File: src/rtl/bp_update_scheduler_pkg.sv
`default_nettype none
// +----------------------------------------------------------------------------+
// | Module      : lc3b_types (package)                                         |
// | Description : Shared LC-3b types used by the branch-prediction update      |
// |               scheduler: word type, update record, table index type,      |
// |               scheduler state encoding and field-derivation helper.        |
// | Revision    : 1.0 - initial release                                        |
// +----------------------------------------------------------------------------+
package lc3b_types;

   typedef logic [15:0] lc3b_word;

   localparam int BP_UPD_DEPTH = 4;
   localparam int BP_IDX_W     = 4;

   typedef logic [BP_IDX_W-1:0] lc3b_global_bht_pattern_index;

   // One resolved-branch update, already reduced to the table write-side fields
   typedef struct packed {
      lc3b_word pc;
      logic     taken;
      logic     control_flush;
      logic     unchosen_pred;
   } lc3b_bp_update;

   typedef enum logic [0:0] {
      ST_INIT = 1'b0,
      ST_RUN  = 1'b1
   } bp_sched_state_e;

   // The chooser picks global when choice=1; a flush happens when the picked
   // prediction disagrees with the outcome, and the other predictor's guess is
   // carried along so the chooser can be trained.
   function automatic lc3b_bp_update bp_make_update(
      input lc3b_word pc,
      input logic     taken,
      input logic     local_pred,
      input logic     global_pred,
      input logic     choice
   );
      lc3b_bp_update u;
      u.pc            = pc;
      u.taken         = taken;
      u.control_flush = (choice ? global_pred : local_pred) != taken;
      u.unchosen_pred = choice ? local_pred : global_pred;
      return u;
   endfunction

endpackage
`default_nettype wire

File: src/rtl/bp_update_scheduler_if.sv
`default_nettype none
// +----------------------------------------------------------------------------+
// | Module      : bp_update_scheduler_if                                       |
// | Description : Resolved-branch update bus from the MEM stage into the       |
// |               prediction-table update scheduler.                           |
// | Revision    : 1.0 - initial release                                        |
// +----------------------------------------------------------------------------+
interface bp_update_scheduler_if;
   import lc3b_types::*;

   logic     upd_valid;
   lc3b_word upd_pc;
   logic     upd_taken;
   logic     upd_local_pred;
   logic     upd_global_pred;
   logic     upd_choice;
   logic     upd_ready;

   // MEM stage side
   modport master (
      output upd_valid, upd_pc, upd_taken, upd_local_pred, upd_global_pred, upd_choice,
      input  upd_ready
   );

   // Scheduler side
   modport slave (
      input  upd_valid, upd_pc, upd_taken, upd_local_pred, upd_global_pred, upd_choice,
      output upd_ready
   );

endinterface
`default_nettype wire

File: src/rtl/bp_update_scheduler_fifo.sv
`default_nettype none
// +----------------------------------------------------------------------------+
// | Module      : bp_update_fifo                                               |
// | Description : Synchronous FIFO of lc3b_bp_update records. Head entry is    |
// |               visible combinationally on dout. Push is refused when full   |
// |               even if a pop happens in the same cycle.                     |
// | Revision    : 1.0 - initial release                                        |
// +----------------------------------------------------------------------------+
module bp_update_fifo
   import lc3b_types::*;
#(
   parameter int DEPTH = BP_UPD_DEPTH
) (
   input  wire logic          clk,
   input  wire logic          reset,
   input  wire logic          push,
   input  wire lc3b_bp_update din,
   input  wire logic          pop,
   output lc3b_bp_update      dout,
   output logic               full,
   output logic               empty
);

   localparam int PTR_W = $clog2(DEPTH);
   localparam int CNT_W = PTR_W + 1;

   lc3b_bp_update    r_mem [DEPTH];
   logic [PTR_W-1:0] r_wr_ptr;
   logic [PTR_W-1:0] r_rd_ptr;
   logic [CNT_W-1:0] r_count;
   logic             w_push;
   logic             w_pop;

   assign full   = (r_count == CNT_W'(DEPTH));
   assign empty  = (r_count == '0);
   assign w_push = push && !full;
   assign w_pop  = pop && !empty;
   assign dout   = r_mem[r_rd_ptr];

   // Storage array: written only on an accepted push, no reset needed
   always_ff @(posedge clk) begin
      if (w_push) begin
         r_mem[r_wr_ptr] <= din;
      end
   end

   // Pointers wrap naturally since DEPTH is a power of two; occupancy tracks both ends
   always_ff @(posedge clk) begin
      if (reset) begin
         r_wr_ptr <= '0;
         r_rd_ptr <= '0;
         r_count  <= '0;
      end else begin
         if (w_push) begin
            r_wr_ptr <= r_wr_ptr + PTR_W'(1);
         end
         if (w_pop) begin
            r_rd_ptr <= r_rd_ptr + PTR_W'(1);
         end
         if (w_push && !w_pop) begin
            r_count <= r_count + CNT_W'(1);
         end else if (w_pop && !w_push) begin
            r_count <= r_count - CNT_W'(1);
         end
      end
   end

endmodule
`default_nettype wire

File: src/rtl/bp_update_scheduler.sv
`default_nettype none
// +----------------------------------------------------------------------------+
// | Module      : bp_update_scheduler                                          |
// | Description : Serialises resolved-branch updates into the local BHT,       |
// |               global BHT and tournament chooser. After reset it sweeps     |
// |               every table index to its init value, then drains queued      |
// |               updates one per cycle in arrival order.                      |
// |               Optional macro BP_UPD_STATS_EN adds update / mispredict /     |
// |               drop saturating counters on stat_* ports.                    |
// | Revision    : 1.0 - initial release                                        |
// +----------------------------------------------------------------------------+
module bp_update_scheduler
   import lc3b_types::*;
#(
   parameter int DEPTH = BP_UPD_DEPTH,
   parameter int IDX_W = BP_IDX_W
) (
   input  wire logic                clk,
   input  wire logic                reset,
   bp_update_scheduler_if.slave     upd,
   output logic                     write,
   output lc3b_word                 write_pc,
   output logic                     taken,
   output logic                     control_flush,
   output logic                     unchosen_pred,
   output logic                     init_busy,
   output logic                     init_write,
   output logic [IDX_W-1:0]         init_index,
   output logic                     pred_enable
`ifdef BP_UPD_STATS_EN
   ,
   output logic [15:0]              stat_updates,
   output logic [15:0]              stat_mispredicts,
   output logic [15:0]              stat_drops
`endif
);

   bp_sched_state_e  r_state;
   bp_sched_state_e  w_state_nxt;
   logic [IDX_W-1:0] r_sweep_idx;
   logic [IDX_W-1:0] w_sweep_idx_nxt;
   logic             w_full;
   logic             w_empty;
   logic             w_push;
   logic             w_pop;
   lc3b_bp_update    w_enq;
   lc3b_bp_update    w_head;

   // Readiness comes only from registered occupancy so MEM never sees a loop
   assign upd.upd_ready = !w_full;
   assign w_push        = upd.upd_valid && !w_full;
   assign w_enq         = bp_make_update(upd.upd_pc, upd.upd_taken, upd.upd_local_pred,
                                         upd.upd_global_pred, upd.upd_choice);

   bp_update_fifo #(
      .DEPTH (DEPTH)
   ) u_fifo (
      .clk   (clk),
      .reset (reset),
      .push  (w_push),
      .din   (w_enq),
      .pop   (w_pop),
      .dout  (w_head),
      .full  (w_full),
      .empty (w_empty)
   );

   // State and sweep counter registers
   always_ff @(posedge clk) begin
      if (reset) begin
         r_state     <= ST_INIT;
         r_sweep_idx <= '0;
      end else begin
         r_state     <= w_state_nxt;
         r_sweep_idx <= w_sweep_idx_nxt;
      end
   end

   // Next-state: sweep one index per cycle, then drain the FIFO forever
   always_comb begin
      w_state_nxt     = r_state;
      w_sweep_idx_nxt = r_sweep_idx;
      w_pop           = 1'b0;
      init_busy       = 1'b0;
      init_write      = 1'b0;
      case (r_state)
         ST_INIT: begin
            init_busy       = 1'b1;
            init_write      = 1'b1;
            // Wraps back to 0 on the last index, so the counter rests at 0 in RUN
            w_sweep_idx_nxt = r_sweep_idx + IDX_W'(1);
            if (&r_sweep_idx) begin
               w_state_nxt = ST_RUN;
            end
         end
         ST_RUN: begin
            w_pop = !w_empty;
         end
         default: begin
            w_state_nxt = ST_INIT;
         end
      endcase
   end

   assign init_index    = r_sweep_idx;
   assign pred_enable   = !init_busy;
   assign write         = w_pop;
   assign write_pc      = w_pop ? w_head.pc            : '0;
   assign taken         = w_pop ? w_head.taken         : 1'b0;
   assign control_flush = w_pop ? w_head.control_flush : 1'b0;
   assign unchosen_pred = w_pop ? w_head.unchosen_pred : 1'b0;

`ifdef BP_UPD_STATS_EN
   logic [15:0] r_stat_updates;
   logic [15:0] r_stat_mispredicts;
   logic [15:0] r_stat_drops;

   // Saturating event counters for update traffic, mispredicts and dropped updates
   always_ff @(posedge clk) begin
      if (reset) begin
         r_stat_updates     <= '0;
         r_stat_mispredicts <= '0;
         r_stat_drops       <= '0;
      end else begin
         if (write && (r_stat_updates != 16'hFFFF)) begin
            r_stat_updates <= r_stat_updates + 16'd1;
         end
         if (write && control_flush && (r_stat_mispredicts != 16'hFFFF)) begin
            r_stat_mispredicts <= r_stat_mispredicts + 16'd1;
         end
         if (upd.upd_valid && w_full && (r_stat_drops != 16'hFFFF)) begin
            r_stat_drops <= r_stat_drops + 16'd1;
         end
      end
   end

   assign stat_updates     = r_stat_updates;
   assign stat_mispredicts = r_stat_mispredicts;
   assign stat_drops       = r_stat_drops;
`endif

endmodule
`default_nettype wire

File: src/flat_wrapper.sv
// flat-port wrapper written by rule: the top's interface ports become plain ports
module bp_update_scheduler_flat import lc3b_types::*;
#(
   parameter int DEPTH = BP_UPD_DEPTH,
   parameter int IDX_W = BP_IDX_W
)
  (clk, reset, write, write_pc, taken, control_flush, unchosen_pred, init_busy, init_write, init_index, pred_enable, upd_upd_valid, upd_upd_pc, upd_upd_taken, upd_upd_local_pred, upd_upd_global_pred, upd_upd_choice, upd_upd_ready);
  bp_update_scheduler_if upd_i ();
  input  wire logic clk;
  input  wire logic reset;
  output logic write;
  output lc3b_word write_pc;
  output logic taken;
  output logic control_flush;
  output logic unchosen_pred;
  output logic init_busy;
  output logic init_write;
  output logic [IDX_W-1:0] init_index;
  output logic pred_enable;
  input wire logic [$bits(upd_i.upd_valid)-1:0] upd_upd_valid;
  input wire logic [$bits(upd_i.upd_pc)-1:0] upd_upd_pc;
  input wire logic [$bits(upd_i.upd_taken)-1:0] upd_upd_taken;
  input wire logic [$bits(upd_i.upd_local_pred)-1:0] upd_upd_local_pred;
  input wire logic [$bits(upd_i.upd_global_pred)-1:0] upd_upd_global_pred;
  input wire logic [$bits(upd_i.upd_choice)-1:0] upd_upd_choice;
  output wire logic [$bits(upd_i.upd_ready)-1:0] upd_upd_ready;
  assign upd_i.upd_valid = upd_upd_valid;
  assign upd_i.upd_pc = upd_upd_pc;
  assign upd_i.upd_taken = upd_upd_taken;
  assign upd_i.upd_local_pred = upd_upd_local_pred;
  assign upd_i.upd_global_pred = upd_upd_global_pred;
  assign upd_i.upd_choice = upd_upd_choice;
  assign upd_upd_ready = upd_i.upd_ready;
  bp_update_scheduler #(.DEPTH(DEPTH), .IDX_W(IDX_W)) u_core (.clk(clk), .reset(reset), .upd(upd_i), .write(write), .write_pc(write_pc), .taken(taken), .control_flush(control_flush), .unchosen_pred(unchosen_pred), .init_busy(init_busy), .init_write(init_write), .init_index(init_index), .pred_enable(pred_enable));
endmodule
File: config.mk
export PLATFORM = sky130hd
export DESIGN_NAME = bp_update_scheduler_flat
export DESIGN_NICKNAME = d
export VERILOG_FILES = /design/src/rtl/bp_update_scheduler_pkg.sv /design/src/rtl/bp_update_scheduler_if.sv /design/src/rtl/bp_update_scheduler_fifo.sv /design/src/rtl/bp_update_scheduler.sv /design/src/flat_wrapper.sv
export SDC_FILE = /design/constraint.sdc
export NUM_CORES = 1
export LEC_CHECK = 0
export ABC_AREA = 1
export CORE_MARGIN = 1
export CORE_UTILIZATION = 40
export DETAILED_ROUTE_END_ITERATION = 8
export PLACE_DENSITY = 0.6
export SYNTH_ARGS = -nofsm -noshare
export SYNTH_HDL_FRONTEND = slang
export SYNTH_SLANG_ARGS = --single-unit
File: constraint.sdc
create_clock -name clk -period 3.6 [get_ports clk]
set_input_delay 0.54 -clock clk [delete_from_list [all_inputs] [get_ports clk]]
set_output_delay 0.54 -clock clk [all_outputs]
set_load 0.005 [all_outputs]
==> impl_metrics.env <==
export IMPL_rsz0062_at_grt="no"
export IMPL_tightest_slew_ns=0.8664
export IMPL_violations="design-rule violations"
export IMPL_critical_path_most_common_cell="nand2_1"
export IMPL_fillers=795
export IMPL_diodes=0
export IMPL_fmax_mhz=341.8
export IMPL_synth_top_cell_by_area="edfxtp_1"
export IMPL_fin_crit_ns=2.925
export IMPL_synth_edff_count=76
export IMPL_ys_flop_type="edfxtp_1"
export IMPL_die_y_um=97.79
export IMPL_synth_top_area_share_pct=62.19
export IMPL_grt_busiest_layer="met2"
export IMPL_finalCritPeriodShare_pct=81.26
export IMPL_use_met1_pct=19.80
export IMPL_synth_area_top_cells="edfxtp_1 (62%), nor2_1 (9.8%), dfxtp_1 (7.6%), o21ai_0 (3.1%), a21oi_1 (3.0%)"
export IMPL_io_buffers=50
export IMPL_detailed_place_hpwl_um=4348
export IMPL_hold_class="register to register"
export IMPL_ys_seq_elements=90
export IMPL_nets=408
export IMPL_met3_usage_pct=4.438
export IMPL_worstPathCellList="nor2_1 > nand2_1 > nand2_1 > a21oi_1 > clkdlybuf4s50_1"
export IMPL_wl_um=7209
export IMPL_crit_slowest_cell="clkdlybuf4s50_1"
export IMPL_die_x_um=97.79
export IMPL_grt_usage_pct=16.34
export IMPL_place_congestion=0.7404
export IMPL_status="complete, but fails checks"
export IMPL_synthDistinctLibCells=24
export IMPL_p_leak_nw=1.607
export IMPL_clock_sinks=90
export IMPL_numCtsBuffers=9
export IMPL_via_count=2394
export IMPL_grt_ovfl_total=0
export IMPL_cp_buffers_inverters=1
export IMPL_grt_max_degree=39
export IMPL_dr_first_iter_drc_count=90
export IMPL_syn_num_nets=354
export IMPL_maxCapViolations=0
export IMPL_die_area_sq_mm=0.009562
export IMPL_syn_inst=324
export IMPL_via_per_inst=4.876
export IMPL_grt_first_pass_wirelength_um=11840
export IMPL_core_area_sq_mm=0.008806
export IMPL_ys_top_cells_by_count="nor2_1 (96), edfxtp_1 (76), o21ai_0 (23)"
export IMPL_cp_arrival_ns=2.39
export IMPL_syn_to_final_growth_pct=22.06
export IMPL_hold_violations=0
export IMPL_drt_pre_antenna_iters=6
export IMPL_htree_levels=3
export IMPL_avgSynthCellArea_sq_um=11.33
export IMPL_cts_tree="yes"
export IMPL_initial_core_util_pct=41.67
export IMPL_irDropWorstVdd_v=0.0002040
export IMPL_crit_required_ns=3.06
export IMPL_clockBufferDepth=2
export IMPL_yosysSeqAreaShare_pct=69.83
export IMPL_crit_path_end_kind="output port"
export IMPL_cpPeakStageDelay_ns=0.55
export IMPL_tns_ns=0
export IMPL_synth_yosys_warnings=0
export IMPL_power_mw=2.135
export IMPL_slew_headroom_pct=42.10
export IMPL_insertion_delay_ns=0.35
export IMPL_first_global_vias=2371
export IMPL_yosysMostFrequentCell="nor2_1"
export IMPL_clk_pin_slew_worst_paths_ns=0.08
export IMPL_async_reset_ff_share_pct=0
export IMPL_crit_fanout=22
export IMPL_hold_buffers=0
export IMPL_slew_viol_final=0
export IMPL_ctsResizeCount=0
export IMPL_wl_per_cell_um=14.68
export IMPL_path_delay_family="simple AND/OR/NAND/NOR gates"
export IMPL_ant_nets=0
export IMPL_cts_root_buf="clkbuf_8"
export IMPL_io_pin_count=51
export IMPL_antenna_found_initial=0
export IMPL_crit_path_start_kind="register"
export IMPL_post_cts_buffers=0
export IMPL_p_per_area_mw_per_mm2=476.6
export IMPL_synth_area_sq_mm=0.003670
export IMPL_rows=34
export IMPL_skew_ns=0.008155
export IMPL_drc=6
export IMPL_hold_ws_ns=0.5000
export IMPL_grt_use_met2_pct=28.53
export IMPL_setup_viol=0
export IMPL_drive_above_1_share_pct=7.311
export IMPL_critical_path_class="register to output port"
[cells in the final DEF, fill, tap and decap left out, drive strengths merged]
cell type / instances
a21oi: 22
and3: 1
buf: 7
bufinv: 2
clkbuf: 10
clkdlybuf4s50: 50
clkinv: 3
clkinvlp: 1
dfxtp: 14
edfxtp: 76
fa: 1
ha: 6
inv: 21
nand2: 18
nand3: 5
nand3b: 1
nand4: 1
nor2: 97
nor3: 1
o21ai: 43
xnor2: 1
xor2: 2
[cell type report]
cell class / instances / area (sq um) / area share, %
inverter: 21 / 78.83 / 1.760
timing repair buffer: 57 / 553.0 / 12.35
clock inverter: 6 / 81.33 / 1.816
multi-input combinational: 199 / 940.9 / 21.01
clock buffer: 10 / 127.6 / 2.849
sequential: 90 / 2562 / 57.21
tap: 108 / 135.1 / 3.017
[logic make-up (layout without fill, tap and decap cells)]
kind of cell | count (synthesis) | count (layout) | share of synthesized area [%]
and+or+nand+nor | 124 | 124 | 13.19
DFF | 90 | 90 | 69.83
adders and majority gates | 7 | 7 | 2.591
AOI/OAI and AO/OA | 65 | 65 | 8.865
xor gates and xnor gates | 3 | 3 | 0.7161
buffers and inverters | 35 | 94 | 4.807
[final timing paths]
check | from | endpoint | slack (ns) | cells past startpoint
max | u_core.u_fifo.r_count[0] | write_pc[1] | 0.67 | 5
min | u_core.init_index[3] | u_core.pred_enable | 0.50 | 2
max reg2reg | u_core.u_fifo.r_count[0] | u_core.u_fifo.r_count[2] | 1.12 | 12
min reg2reg | u_core.init_index[3] | u_core.pred_enable | 0.50 | 2
[where the power goes]
group          leakage, nW  internal [mW]  switching (mW)
clock                0.104          0.387           0.334
sequential           0.811           1.20          0.0241
combinational        0.692         0.0738           0.111
[per-layer routing]
layer / part of all wire [%] / routed length [um]
met1: 45 / 3259
met2: 50 / 3606
met3: 3.9 / 284
met4: 0.80 / 58
met5: 0 / 0
[registers in the layout (all words and copies together) (netlist names), named ones only]
name	count
u_core.pred_enable	1
u_core.u_fifo.r_mem	76
u_core.u_fifo.r_rd_ptr	2
u_core.u_fifo.r_count	3
u_core.init_index	4
u_core.u_fifo.r_wr_ptr	2
[metrics by stage]
stage	utilization (%)	cell area, sq um	worst slack (ns)	cells
global route	50.87	4479	0.4383	491
floorplan	-	3670	1.694	324
detailed placement	48.49	4270	0.9911	475
finish	50.87	4479	0.6746	491
global placement	48.49	4270	1.035	475
CTS	50.87	4479	0.5770	491
[worst min-delay path: stages (launching register included)]
cell and delay (ns):
dfxtp_1 0.34, nand3_1 0.07, a21oi_1 0.05
(Power assumes the default switching activity.)
